`config.mk`:
```
export PLATFORM = sky130hd
export DESIGN_NAME = can_rec_uplink_arbiter
export DESIGN_NICKNAME = d
export VERILOG_FILES = /design/src/rtl/can_rec_uplink_arbiter.sv
export SDC_FILE = /design/constraint.sdc
export NUM_CORES = 1
export LEC_CHECK = 0
export ABC_CLOCK_PERIOD_IN_PS = 5500
export CAP_MARGIN = 10
export CORE_MARGIN = 2
export CORE_UTILIZATION = 53
export CTS_CLUSTER_DIAMETER = 150
export DETAILED_ROUTE_END_ITERATION = 12
export PLACE_DENSITY = 0.83
export SETUP_SLACK_MARGIN = 0.5
export SLEW_MARGIN = 40
export SYNTH_ARGS = -nofsm -noshare
export SYNTH_HDL_FRONTEND = slang
export SYNTH_SLANG_ARGS = --single-unit
```
`constraint.sdc`:
```
create_clock -name clk -period 5.5 [get_ports clk]
set_input_delay 0.55 -clock clk [delete_from_list [all_inputs] [get_ports clk]]
set_output_delay 0.55 -clock clk [all_outputs]
set_load 0.02 [all_outputs]
```
`src/rtl/can_rec_uplink_arbiter.sv`:
```
// Round-robin arbiter over the 32 CAN receive channels. The granted frame is
// captured into a small FWFT FIFO that feeds the elink uplink transmitter.
module can_rec_uplink_arbiter #(
  parameter int unsigned FIFO_DEPTH = 4,
  parameter int unsigned MUX_LAT    = 1,
  parameter int unsigned CNT_W      = 3
) (
  input  logic             clk,
  input  logic             rst,
  input  logic [4:0]       n_buses,
  input  logic [31:0]      irq_can_rec,
  input  logic [75:0]      data_rec_in,
  output logic [4:0]       can_rec_select,
  output logic [31:0]      irq_ack,
  output logic [75:0]      data_rec_uplink,
  output logic             uplink_valid,
  input  logic             uplink_ready,
  output logic             fifo_full,
  output logic [CNT_W-1:0] fifo_count,
  output logic             busy
);

  localparam int unsigned PTR_W = (FIFO_DEPTH > 1) ? $clog2(FIFO_DEPTH) : 1;
  localparam int unsigned WC_W  = $clog2(MUX_LAT + 1);

  typedef enum logic [1:0] {IDLE, WAIT_MUX, CAPTURE} state_e;

  state_e            state_q;
  logic [4:0]        sel_q;
  logic [4:0]        last_grant_q;
  logic [WC_W-1:0]   wcnt_q;
  logic [31:0]       ack_q;
  logic              busy_q;

  logic [75:0]       mem [FIFO_DEPTH];
  logic [PTR_W-1:0]  wr_ptr_q, rd_ptr_q;
  logic [CNT_W-1:0]  count_q, count_d;
  logic              full_q;
  logic [75:0]       last_pop_q;

  logic [31:0]       elig;
  logic [4:0]        grant;
  logic [4:0]        idx;
  logic              found;
  logic              any_elig;
  logic              has_room;
  logic              push, pop;

  // Search starts one past the last grant, so last_grant itself is visited last.
  always_comb begin
    elig  = '0;
    grant = last_grant_q;
    idx   = '0;
    found = 1'b0;
    for (int unsigned i = 0; i < 32; i++) begin
      elig[i] = irq_can_rec[i] & (i <= {27'd0, n_buses});
    end
    for (int unsigned k = 1; k <= 32; k++) begin
      idx = last_grant_q + 5'(k);
      if (!found && elig[idx]) begin
        grant = idx;
        found = 1'b1;
      end
    end
  end

  assign any_elig = |elig;
  assign has_room = (count_q != CNT_W'(FIFO_DEPTH));
  assign push     = (state_q == CAPTURE);
  assign pop      = (count_q != '0) && uplink_ready;

  always_ff @(posedge clk or negedge rst) begin
    if (!rst) begin
      state_q      <= IDLE;
      sel_q        <= '0;
      last_grant_q <= '1;
      wcnt_q       <= '0;
      ack_q        <= '0;
      busy_q       <= 1'b0;
    end else begin
      ack_q <= '0;
      case (state_q)
        IDLE: begin
          if (any_elig && has_room) begin
            sel_q   <= grant;
            wcnt_q  <= WC_W'(MUX_LAT);
            state_q <= WAIT_MUX;
            busy_q  <= 1'b1;
          end
        end
        WAIT_MUX: begin
          if (!irq_can_rec[sel_q]) begin
            wcnt_q  <= '0;
            state_q <= IDLE;
            busy_q  <= 1'b0;
          end else if (wcnt_q == WC_W'(1)) begin
            // Ack is registered here so it is high exactly during CAPTURE.
            wcnt_q  <= '0;
            ack_q   <= 32'd1 << sel_q;
            state_q <= CAPTURE;
          end else begin
            wcnt_q <= wcnt_q - WC_W'(1);
          end
        end
        CAPTURE: begin
          last_grant_q <= sel_q;
          state_q      <= IDLE;
          busy_q       <= 1'b0;
        end
        default: begin
          state_q <= IDLE;
          busy_q  <= 1'b0;
        end
      endcase
    end
  end

  always_comb begin
    count_d = count_q;
    if (push && !pop) begin
      count_d = count_q + CNT_W'(1);
    end else if (!push && pop) begin
      count_d = count_q - CNT_W'(1);
    end
  end

  always_ff @(posedge clk) begin
    if (push) begin
      mem[wr_ptr_q] <= data_rec_in;
    end
  end

  always_ff @(posedge clk or negedge rst) begin
    if (!rst) begin
      wr_ptr_q   <= '0;
      rd_ptr_q   <= '0;
      count_q    <= '0;
      full_q     <= 1'b0;
      last_pop_q <= '0;
    end else begin
      if (push) begin
        wr_ptr_q <= wr_ptr_q + PTR_W'(1);
      end
      if (pop) begin
        rd_ptr_q   <= rd_ptr_q + PTR_W'(1);
        last_pop_q <= mem[rd_ptr_q];
      end
      count_q <= count_d;
      full_q  <= (count_d == CNT_W'(FIFO_DEPTH));
    end
  end

  // Once drained, the head output keeps showing the frame that left last.
  assign data_rec_uplink = (count_q != '0) ? mem[rd_ptr_q] : last_pop_q;
  assign uplink_valid    = (count_q != '0);
  assign fifo_count      = count_q;
  assign fifo_full       = full_q;
  assign can_rec_select  = sel_q;
  assign irq_ack         = ack_q;
  assign busy            = busy_q;

endmodule

```
Yosys cells after proc, flatten, opt, wreduce, memory -nomap -nowiden
Memory sizes are Yosys's and may differ from the RTL's. Index checks and enable logic that the tools add are counted.

RAM bits: 304. Bits of input ports: 116. Word-level logic and storage cells: 374. Memories: 1. Register bits: 130.

Add/subtract/negate cells: 36. Reduce and logical (&&, ||, !) cells: 76. Muxes and demuxes: 147. Eq/ne operators: 7. Shift operators: 1. Order comparisons: 64. Bitwise operators: 31.

Memories: mem (words 4, bits a word 76, rd ports 1, clocked after memory_dff 0, write ports 1, RTL line 35) `logic [75:0] mem [FIFO_DEPTH];`.

Operators by type and width (count): 5-bit by 6-bit < comparator with 1-bit output, second input constant (33); 1-bit binary-select mux with 5-bit select (33); 5-bit two-way mux (32); 32-bit two-way mux (3); 5-bit adder, second input constant (16); 5-bit less-or-equal comparator, first input constant (16); 76-bit two-way mux (1); 1-bit two-way mux (70); 5-bit by 4-bit adder with 5-bit output, second input constant (8); 4-bit by 5-bit less-or-equal comparator with 1-bit output, first input constant (8); 1-bit logical AND (35); 1-bit zero test (33); 32-bit OR reduction (1); 1-bit by 5-bit << shifter with 32-bit output, first input constant (1); 1-bit AND (31); 5-bit by 3-bit adder with 5-bit output, second input constant (4); 3-bit by 5-bit less-or-equal comparator with 1-bit output, first input constant (4); 5-bit by 2-bit adder with 5-bit output, second input constant (2); 2-bit by 5-bit less-or-equal comparator with 1-bit output, first input constant (2); 2-bit AND reduction (4); 2-bit two-way mux (3); 3-bit two-way mux (2); 3-bit inequality test, second input constant (2); 5-bit by 1-bit adder with 5-bit output, second input constant (1); 14 further kinds (17).

Depth between registers and ports, before layout
Gate-level depths: netlist (run 1).

Depth after elaboration: 98. Gate-level depth with buffers: 23. Gate-level depth less buffers: 16.

Worst setup path after synthesis (run 1)
No wires, ideal clock.

Path type: flip-flop to flip-flop. Start: reg last_grant_q[1]. End: reg sel_q[4], in the netlist can_rec_select[4]. Library setup time: 0.126 ns. Cell stages (with the launch flop): 22. Data required time: 5.374 ns. Buffers on the path: 5. Clock period less this slack: 5.332 ns. Data arrival time: 5.207 ns. Path slack: 0.168 ns. Path through: dfstp_2 -> clkbuf_1 -> inv_1 -> clkbuf_1 -> clkbuf_1 -> ha_1 -> inv_1 -> buf_2 -> clkbuf_1 -> a22oi_1 -> a31oi_1 -> a211oi_1 -> o211ai_1 -> o2111ai_4 -> or4_4 -> nor4_4 -> nand3_2 -> o31a_1 -> nor4bb_1 -> or4b_1 -> o221ai_1 -> a21oi_1.

Longest elaborated chain between the ends: 97.

RTL lines: from (decl) (RTL line 30) `logic [4:0] last_grant_q;`; from (signal assigned) (RTL line 106) `last_grant_q <= sel_q;`; 5-bit by 1-bit adder with 5-bit output (RTL line 59) `idx = last_grant_q + 5'(k);`; 1-bit binary-select mux with 5-bit select (RTL line 60) `if (!found && elig[idx]) begin`; 1-bit two-way mux (not written as such) (RTL line 60); 1-bit two-way mux (RTL line 60); 1-bit zero test (RTL line 60); 1-bit logical AND (RTL line 60); 1-bit two-way mux (RTL line 60); 1-bit zero test (RTL line 60); [81 not listed]; 1-bit logical AND (RTL line 60); 1-bit two-way mux (RTL line 60); 1-bit zero test (RTL line 60); 1-bit logical AND (RTL line 60); 1-bit two-way mux (RTL line 60); 1-bit zero test (RTL line 60); 1-bit logical AND (RTL line 60); 5-bit two-way mux (*) (RTL line 60); to (signal assigned) (RTL line 85) `sel_q <= grant;`; to (decl) (RTL line 29) `logic [4:0] sel_q;`.

Mark *: on every way between the ends. The rest lies on a longest branch, timed or not. The select of a mux whose other input is x is not followed. A chain may end at the register's enable or synchronous reset.

Final worst setup path (run 1)
Ends and elaborated chain as after synthesis.

==> impl_metrics.csv, run 1 <==
group,metric,value,unit
setup_path,critPathBufInv,4,
cells_and_area,layout_common_cells,"352 x sky130_fd_sc_hd__nand2_1, 304 x sky130_fd_sc_hd__edfxtp_1, 232 x sky130_fd_sc_hd__clkdlybuf4s50_1",
flow_run,max_capacitance_violation_count,0,
timing,timing.hold.ws,0.466,ns
placement,dp_worst_setup_slack,0.183,ns
timing,worstMarginPinSlew,0.921,ns
synthesis,post_synth_num_cell_types,102,
clock_network,clock_tree_from_tritoncts,"done",
power_and_ir_drop,leak_pwr,11.0,nW
cells_and_area,fill_cells,3073,
synthesis,synth_area_per_cell,11.6,µm²
setup_path,critPathRequiredTime,5.91,ns
drt,routed_wl,89700,µm
cells_and_area,design.final.nets,2518,
timing,worst_slew_margin_rel,38.2,%
die,start_util,53.9,%
status,outcome,"completed",
global_routing,grt_util_met1,45.9,%
drt,num_vias,20400,
setup_path,critical_path.endpoint_type,"flip-flop",
global_routing,grt_overflow_total,0,
setup_path,critPathSlowestCell,"sky130_fd_sc_hd__or4_4",
power_and_ir_drop,max-vdd-ir-drop,550,µV
global_routing,track_usage,36.8,%
synthesis,async_flop_share,30.0,%
setup_path,crit_path_arrival_time,5.27,ns
cells_and_area,instances_no_fill,3006,
clock_network,cts_root_buf,"sky130_fd_sc_hd__clkbuf_16",
setup_path,r2r_cells,18,
global_routing,grtUsageMet3,6.58,%
drt,firstDrtPassIters,6,
synthesis,synth_seq_area_share,51.8,%
timing,fmax,0.206,GHz
global_routing,vias_in_the_first_global_route,20200,
timing,unrepaired_setup_endpoints_after_global_routing,"true",
timing,slew_viol_final,0,
timing,setup_slack,0.636,ns
global_routing,antenna_found_initial,7,
setup_path,critical_path.cell_chain,"inv_1 > ha_4 > clkinvlp_4 > buf_12 > buf_4 > a31oi_1 > a21oi_2 > a221o_1 > o211ai_1 > o2111ai_4 > or4_4 > nor2_2 > nand2_1 > o31a_1 > nor4bb_1 > or4b_1 > o221ai_2 > a21oi_1",
cells_and_area,layout-area-overhead-vs-synth,23.0,%
synthesis,synthesis_stage_register_bit_count,434,
timing,min_period,4.86,ns
placement,hpwl,57900,µm
die,die_w,216,µm
synthesis,synthesized_netlist_net_count,2192,
power_and_ir_drop,cell_pwr_density,763,nW/µm²
placement,routabilityCongestion,0.999,
clock_network,tritoncts_num_sinks,434,
timing,final.period_utilization,88.4,%
min_path,hold_path.class,"in2async",
setup_path,cpLargestDelayFamily,"compound AO/OA/AOI/OAI gates",
synthesis,synth-edff-count,304,
clock_network,cts_made_buffers,39,
synthesis,top_ff_cell_synth,"sky130_fd_sc_hd__edfxtp_1",
drt,routed_length_per_placed_instance,29.8,µm
die,die_y,216,µm
global_routing,grt_start_max_net_pins,94,
setup_path,timing_worst_setup_path_type,"reg2reg",
drt,detail_route.vias_per_cell,6.77,
cells_and_area,final_common_cell,"sky130_fd_sc_hd__nand2_1",
setup_path,critical_path.startpoint_type,"flip-flop",
die,die_area,46900,µm²
drt,drt-initial-drc-count,2762,
setup_path,critical_path_peak_fanout,5,
global_routing,gr-max-usage-layer,"met2",
global_routing,grt_first_pass_wirelength,128000,µm
clock_network,clock_input_transition_at_the_sequential_cells_of_the_worst_setup_and_hold_paths,0.07,ns
timing,finalSetupViolations,0,
clock_network,cts_buffer_depth,3,
setup_path,critical-path-max-stage-delay,0.64,ns
setup_path,r2r-start,"last_grant_q[1]",
cells_and_area,proportion_of_layout_cells_with_a_drive_suffix_above_1,21.5,%
drt,detail_route.drc_violations,0,
setup_path,reg2reg_setup_slack,0.64,ns
global_routing,met2_usage,62.4,%
setup_path,critical_path.reg2reg.endpoint,"can_rec_select[4]",
synthesis,synth-warning-count,0,
placement,placedCellCount,2915,
drt,ant_nets,0,
clock_network,insertion_delay,0.56,ns
synthesis,gate_count_post_synth,2057,
timing,tns,0,ns
timing,hold_violations,0,
synthesis,netlist_area,23900,µm²
clock_network,cts_htree_levels,2,
die,rows,77,
die,core-area,44400,µm²
die,io_pins,235,
placement,port-buffer-count,234,
timing,clock-skew-final,0.0416,ns
synth_stat cells, types with 12 or more instances:
cell	number	area share (%)
sky130_fd_sc_hd__a211oi_1	15	0.47
sky130_fd_sc_hd__a21boi_0	12	0.38
sky130_fd_sc_hd__a21oi_1	73	1.5
sky130_fd_sc_hd__a31oi_1	27	0.71
sky130_fd_sc_hd__and2_1	18	0.47
sky130_fd_sc_hd__and3_1	12	0.31
sky130_fd_sc_hd__buf_1	22	0.35
sky130_fd_sc_hd__buf_2	23	0.48
sky130_fd_sc_hd__clkbuf_1	83	1.3
sky130_fd_sc_hd__dfrtp_1	125	13
sky130_fd_sc_hd__edfxtp_1	304	38
sky130_fd_sc_hd__ha_1	19	0.99
sky130_fd_sc_hd__inv_1	28	0.44
sky130_fd_sc_hd__mux2_2	88	4.1
sky130_fd_sc_hd__mux2i_1	29	1.2
sky130_fd_sc_hd__mux4_2	97	9.1
sky130_fd_sc_hd__nand2_1	353	5.5
sky130_fd_sc_hd__nand2b_1	16	0.42
sky130_fd_sc_hd__nand3_1	30	0.63
sky130_fd_sc_hd__nand4_1	18	0.47
sky130_fd_sc_hd__nor2_1	115	1.8
sky130_fd_sc_hd__nor2b_1	19	0.50
sky130_fd_sc_hd__nor3_1	39	0.82
sky130_fd_sc_hd__o211a_1	12	0.50
sky130_fd_sc_hd__o211ai_1	43	1.3
sky130_fd_sc_hd__o21a_1	16	0.50
sky130_fd_sc_hd__o21ai_0	84	1.8
sky130_fd_sc_hd__o221ai_1	15	0.55
sky130_fd_sc_hd__o22ai_1	23	0.60
sky130_fd_sc_hd__xnor2_1	39	1.4
how the worst max path moves through the flow:
stage                                from                 to  depth (start not counted)
after CTS                 last_grant_q[1]  can_rec_select[4]                         18
after global placement         n_buses[3]  can_rec_select[3]                         17
after floorplan           last_grant_q[1]  can_rec_select[4]                         20
after global routing      last_grant_q[1]  can_rec_select[4]                         18
final                     last_grant_q[1]  can_rec_select[4]                         18
after detailed placement       n_buses[3]  can_rec_select[4]                         16
final cells by class:
type                    count  area (µm²)  share of cell area, %
clock inverters            15         126                  0.429
flip-flops and latches    434       12400                   42.1
well taps                 592         741                   2.52
multi-input cells        1449       11000                   37.3
repair buffers            427        3980                   13.5
clock buffers              54        1070                   3.64
diodes                      3        7.51                 0.0255
inverters                  32         124                  0.421
cells by family (layout without fill, tap and decap cells):
| family | count (synthesis) | in the layout | share of synthesized area (%) |
|---|---|---|---|
| other | 0 | 3 | 0 |
| flip-flops | 434 | 434 | 51.8 |
| AO/OA/AOI/OAI | 482 | 482 | 14.5 |
| AND/OR/NAND/NOR | 688 | 688 | 13.3 |
| adder cells (fa/ha/maj) | 20 | 20 | 1.04 |
| buffers and inverters | 174 | 528 | 3.20 |
| XOR/XNOR | 45 | 45 | 1.65 |
| multiplexers | 214 | 214 | 14.5 |
worst register-to-register path: stages, from the launching register on:
cell,delay [ns]
sky130_fd_sc_hd__dfstp_2,0.57
sky130_fd_sc_hd__inv_1,0.09
sky130_fd_sc_hd__ha_4,0.36
sky130_fd_sc_hd__clkinvlp_4,0.15
sky130_fd_sc_hd__buf_12,0.15
sky130_fd_sc_hd__buf_4,0.15
sky130_fd_sc_hd__a31oi_1,0.17
sky130_fd_sc_hd__a21oi_2,0.13
sky130_fd_sc_hd__a221o_1,0.45
sky130_fd_sc_hd__o211ai_1,0.26
sky130_fd_sc_hd__o2111ai_4,0.18
sky130_fd_sc_hd__or4_4,0.64
sky130_fd_sc_hd__nor2_2,0.14
sky130_fd_sc_hd__nand2_1,0.09
sky130_fd_sc_hd__o31a_1,0.29
sky130_fd_sc_hd__nor4bb_1,0.15
sky130_fd_sc_hd__or4b_1,0.53
sky130_fd_sc_hd__o221ai_2,0.18
sky130_fd_sc_hd__a21oi_1,0.06
through the flow:
stage	util [%]	cell area, µm²	power (W)
6_report	66.3	29400	0.0225
5_1_grt	66.3	29400	0.0234
4_1_cts	65.3	29000	0.0216
3_5_place_dp	62.6	27800	0.0188
3_3_place_gp	62.5	27800	0.0186
2_1_floorplan	-	23900	0.0129
layer usage:
| metal | share of wire, % | routed length (µm) | up-vias |
|---|---|---|---|
| met1 | 36 | 31900 | 10100 |
| met2 | 49 | 43700 | 1435 |
| met3 | 10 | 9060 | 302 |
| met5 | 0.046 | 41 | - |
| met4 | 5.7 | 5080 | 6 |
| li1 | - | - | 8571 |
registers in the layout, indices dropped and copies added (netlist names):
name            cells
irq_ack            32
fifo_full           1
last_grant_q        5
can_rec_select      5
mem               304
state_q             2
wcnt_q              1
fifo_count          3
wr_ptr_q            2
busy                1
rd_ptr_q            2
last_pop_q         76
repair_timing:
action / CTS / global route
pin swaps: 0 / 6
cloned: 0 / 3
endpoints found under the setup margin: 5 / 5
buffers inserted: 0 / 13
gates resized for setup: 5 / 33
hold buffers: 0 / 1
endpoints found under the hold margin: 0 / 33
power by group:
| group | total [W] | internal [W] | switching, W |
|---|---|---|---|
| registers | 0.00457 | 0.00404 | 0.000530 |
| clock network | 0.00268 | 0.00146 | 0.00122 |
| logic | 0.0152 | 0.00615 | 0.00906 |
Power figures use the tool's default switching activity.
==> run 2: changes to the inputs <==
==> constraint.sdc (replaced) <==
create_clock -name clk -period 5.5 [get_ports clk]
set_input_delay 1.65 -clock clk [delete_from_list [all_inputs] [get_ports clk]]
set_output_delay 1.65 -clock clk [all_outputs]
set_load 0.02 [all_outputs]
==> run 2 against run 1 <==
Against the previous run:
- hold slack improved by 0.015 ns
- clock skew decreased by 0.016 ns
- via count increased by 7.2%
- register-to-register slack got worse by 0.24 ns
- sequential cell count unchanged
- cell area increased by 8.3%
- non-clock buffer count increased by 269
- fmax decreased by 9.5%
- global-route usage increased by 4.0 points
- critical endpoint is now can_rec_select[1]
==> impl_metrics.csv, run 2 (synthesis gave the netlist of run 1 again) <==
group,metric,value,unit
status,outcome,"completed",
clock_network,tritoncts_num_sinks,434,
setup_path,crit_path_arrival_time,5.79,ns
drt,routed_wl,96000,µm
timing,hold_violations,0,
drt,num_vias,21800,
placement,hpwl,63700,µm
cells_and_area,instances_no_fill,3277,
setup_path,r2r-start,"last_grant_q[0]",
timing,worstMarginPinSlew,0.878,ns
clock_network,cts_made_buffers,39,
drt,routed_length_per_placed_instance,29.3,µm
clock_network,clock_input_transition_at_the_sequential_cells_of_the_worst_setup_and_hold_paths,0.06,ns
clock_network,clock_tree_from_tritoncts,"done",
setup_path,timing_worst_setup_path_type,"in2reg",
die,io_pins,235,
clock_network,cts_htree_levels,2,
setup_path,critPathRequiredTime,5.92,ns
global_routing,grt_start_max_net_pins,57,
timing,finalSetupViolations,0,
die,rows,77,
clock_network,insertion_delay,0.56,ns
cells_and_area,finalInstanceArea,31900,µm²
drt,firstDrtPassIters,8,
die,start_util,53.9,%
power_and_ir_drop,leak_pwr,12.4,nW
die,core-area,44400,µm²
power_and_ir_drop,cell_pwr_density,784,nW/µm²
cells_and_area,finalCoreUtilization,71.8,%
placement,routabilityCongestion,1.05,
timing,slew_viol_final,0,
timing,clock-skew-final,0.0254,ns
power_and_ir_drop,max-vdd-ir-drop,464,µV
timing,fmax,0.186,GHz
cells_and_area,largest_register_ffs,304,
drt,ant_nets,0,
die,die_y,216,µm
power_and_ir_drop,design_power_total,0.0250,W
cells_and_area,proportion_of_layout_cells_with_a_drive_suffix_above_1,30.9,%
clock_network,cts_buffer_depth,3,
timing,final.period_utilization,97.7,%
setup_path,critical_path.cell_chain,"buf_6 > bufbuf_16 > a311o_1 > nand2_1 > a221oi_1 > a21oi_1 > mux4_2 > o21a_1 > and4_4 > buf_4 > nand3_2 > buf_6 > nor3b_4 > nor4b_4 > buf_4 > and2_4 > a211o_1 > o32ai_2 > a21oi_2",
min_path,hold_path.class,"reg2reg",
placement,port-buffer-count,234,
die,die_w,216,µm
cells_and_area,max_flop_register,"mem",
min_path,timing.hold.worst.start,"last_pop_q[41]",
flow_run,max_capacitance_violation_count,0,
setup_path,critical_path.endpoint_type,"flip-flop",
timing,timing.hold.ws,0.481,ns
setup_path,critPathSlowestCell,"sky130_fd_sc_hd__a221oi_1",
global_routing,track_usage,40.7,%
cells_and_area,design.final.nets,2787,
setup_path,critical_path_peak_fanout,5,
timing,worst_slew_margin_rel,41.5,%
cells_and_area,layout_common_cells,"434 x sky130_fd_sc_hd__buf_4, 348 x sky130_fd_sc_hd__nand2_1, 304 x sky130_fd_sc_hd__edfxtp_1",
die,die_area,46900,µm²
setup_path,critical_path.startpoint_type,"primary input",
setup_path,critical-path-max-stage-delay,0.78,ns
global_routing,grt_overflow_total,0,
global_routing,antenna_found_initial,6,
placement,placedCellCount,3165,
timing,min_period,5.37,ns
global_routing,vias_in_the_first_global_route,22200,
clock_network,cts_root_buf,"sky130_fd_sc_hd__clkbuf_16",
cells_and_area,final_common_cell,"sky130_fd_sc_hd__buf_4",
timing,unrepaired_setup_endpoints_after_global_routing,"true",
drt,detail_route.drc_violations,0,
global_routing,grt_first_pass_wirelength,142000,µm
drt,drt-initial-drc-count,2765,
placement,placed_area,29800,µm²
cells_and_area,layout-area-overhead-vs-synth,33.2,%
drt,detail_route.vias_per_cell,6.66,
setup_path,startpoint,"n_buses[1]",
-- run 2: critical path: cells and delay by family --
family                 cells  cell delay, ns
and+or+nand+nor            6            0.75
muxes                      1            0.58
AOI/OAI and AO/OA          7            2.00
buffers and inverters      5            0.82
-- run 2: layer usage --
metal / routed length (µm) / vias to the layer above / global-route usage (%)
li1: - / 9107 / -
met1: 33900 / 10700 / 51.0
met2: 46600 / 1633 / 68.2
met3: 9560 / 334 / 6.93
met4: 5970 / 6 / 21.3
met5: 43 / - / 0
-- run 2: area by class of cell --
cell class,instances,area (µm²)
clock buffer,52,1120
fill,2827,12500
sequential,434,12400
clock inverter,19,205
timing repair buffer,696,6120
tap,592,741
antenna,3,7.51
multi-input combinational,1449,11200
inverter,32,120
-- run 2: what timing repair did --
item	in CTS	in global routing
gates cloned	4	0
gates resized for setup	69	27
buffers inserted	27	7
pin swaps	27	12
hold buffers	0	0
endpoints found under the setup margin	6	5
-- run 2: path summary, 6_finish.rpt --
check                      depth (start not counted)           endpoint  slack [ns]
max                                               19  can_rec_select[1]        0.13
min                                                2     last_pop_q[41]        0.48
max reg2reg                                       19  can_rec_select[4]        0.40
min reg2reg                                        2     last_pop_q[41]        0.48
max in group asynchronous                          2     last_pop_q[72]        3.38
min in group asynchronous                          1     last_pop_q[60]        1.06
-- run 2: where the power goes --
part	total (W)	switching, W	leakage (nW)	internal [W]
Clock	0.00283	0.00124	0.645	0.00158
Combinational	0.0176	0.00996	7.43	0.00765
Sequential	0.00455	0.000511	4.37	0.00404
-- run 2: metrics by stage --
step | TNS [ns] | setup slack, ns
finish | 0 | 0.127
global route | 0 | 0.0285
CTS | 0 | 0.146
detailed placement | -3.96 | -0.856
global placement | -3.98 | -0.890
floorplan | 0 | 0.110
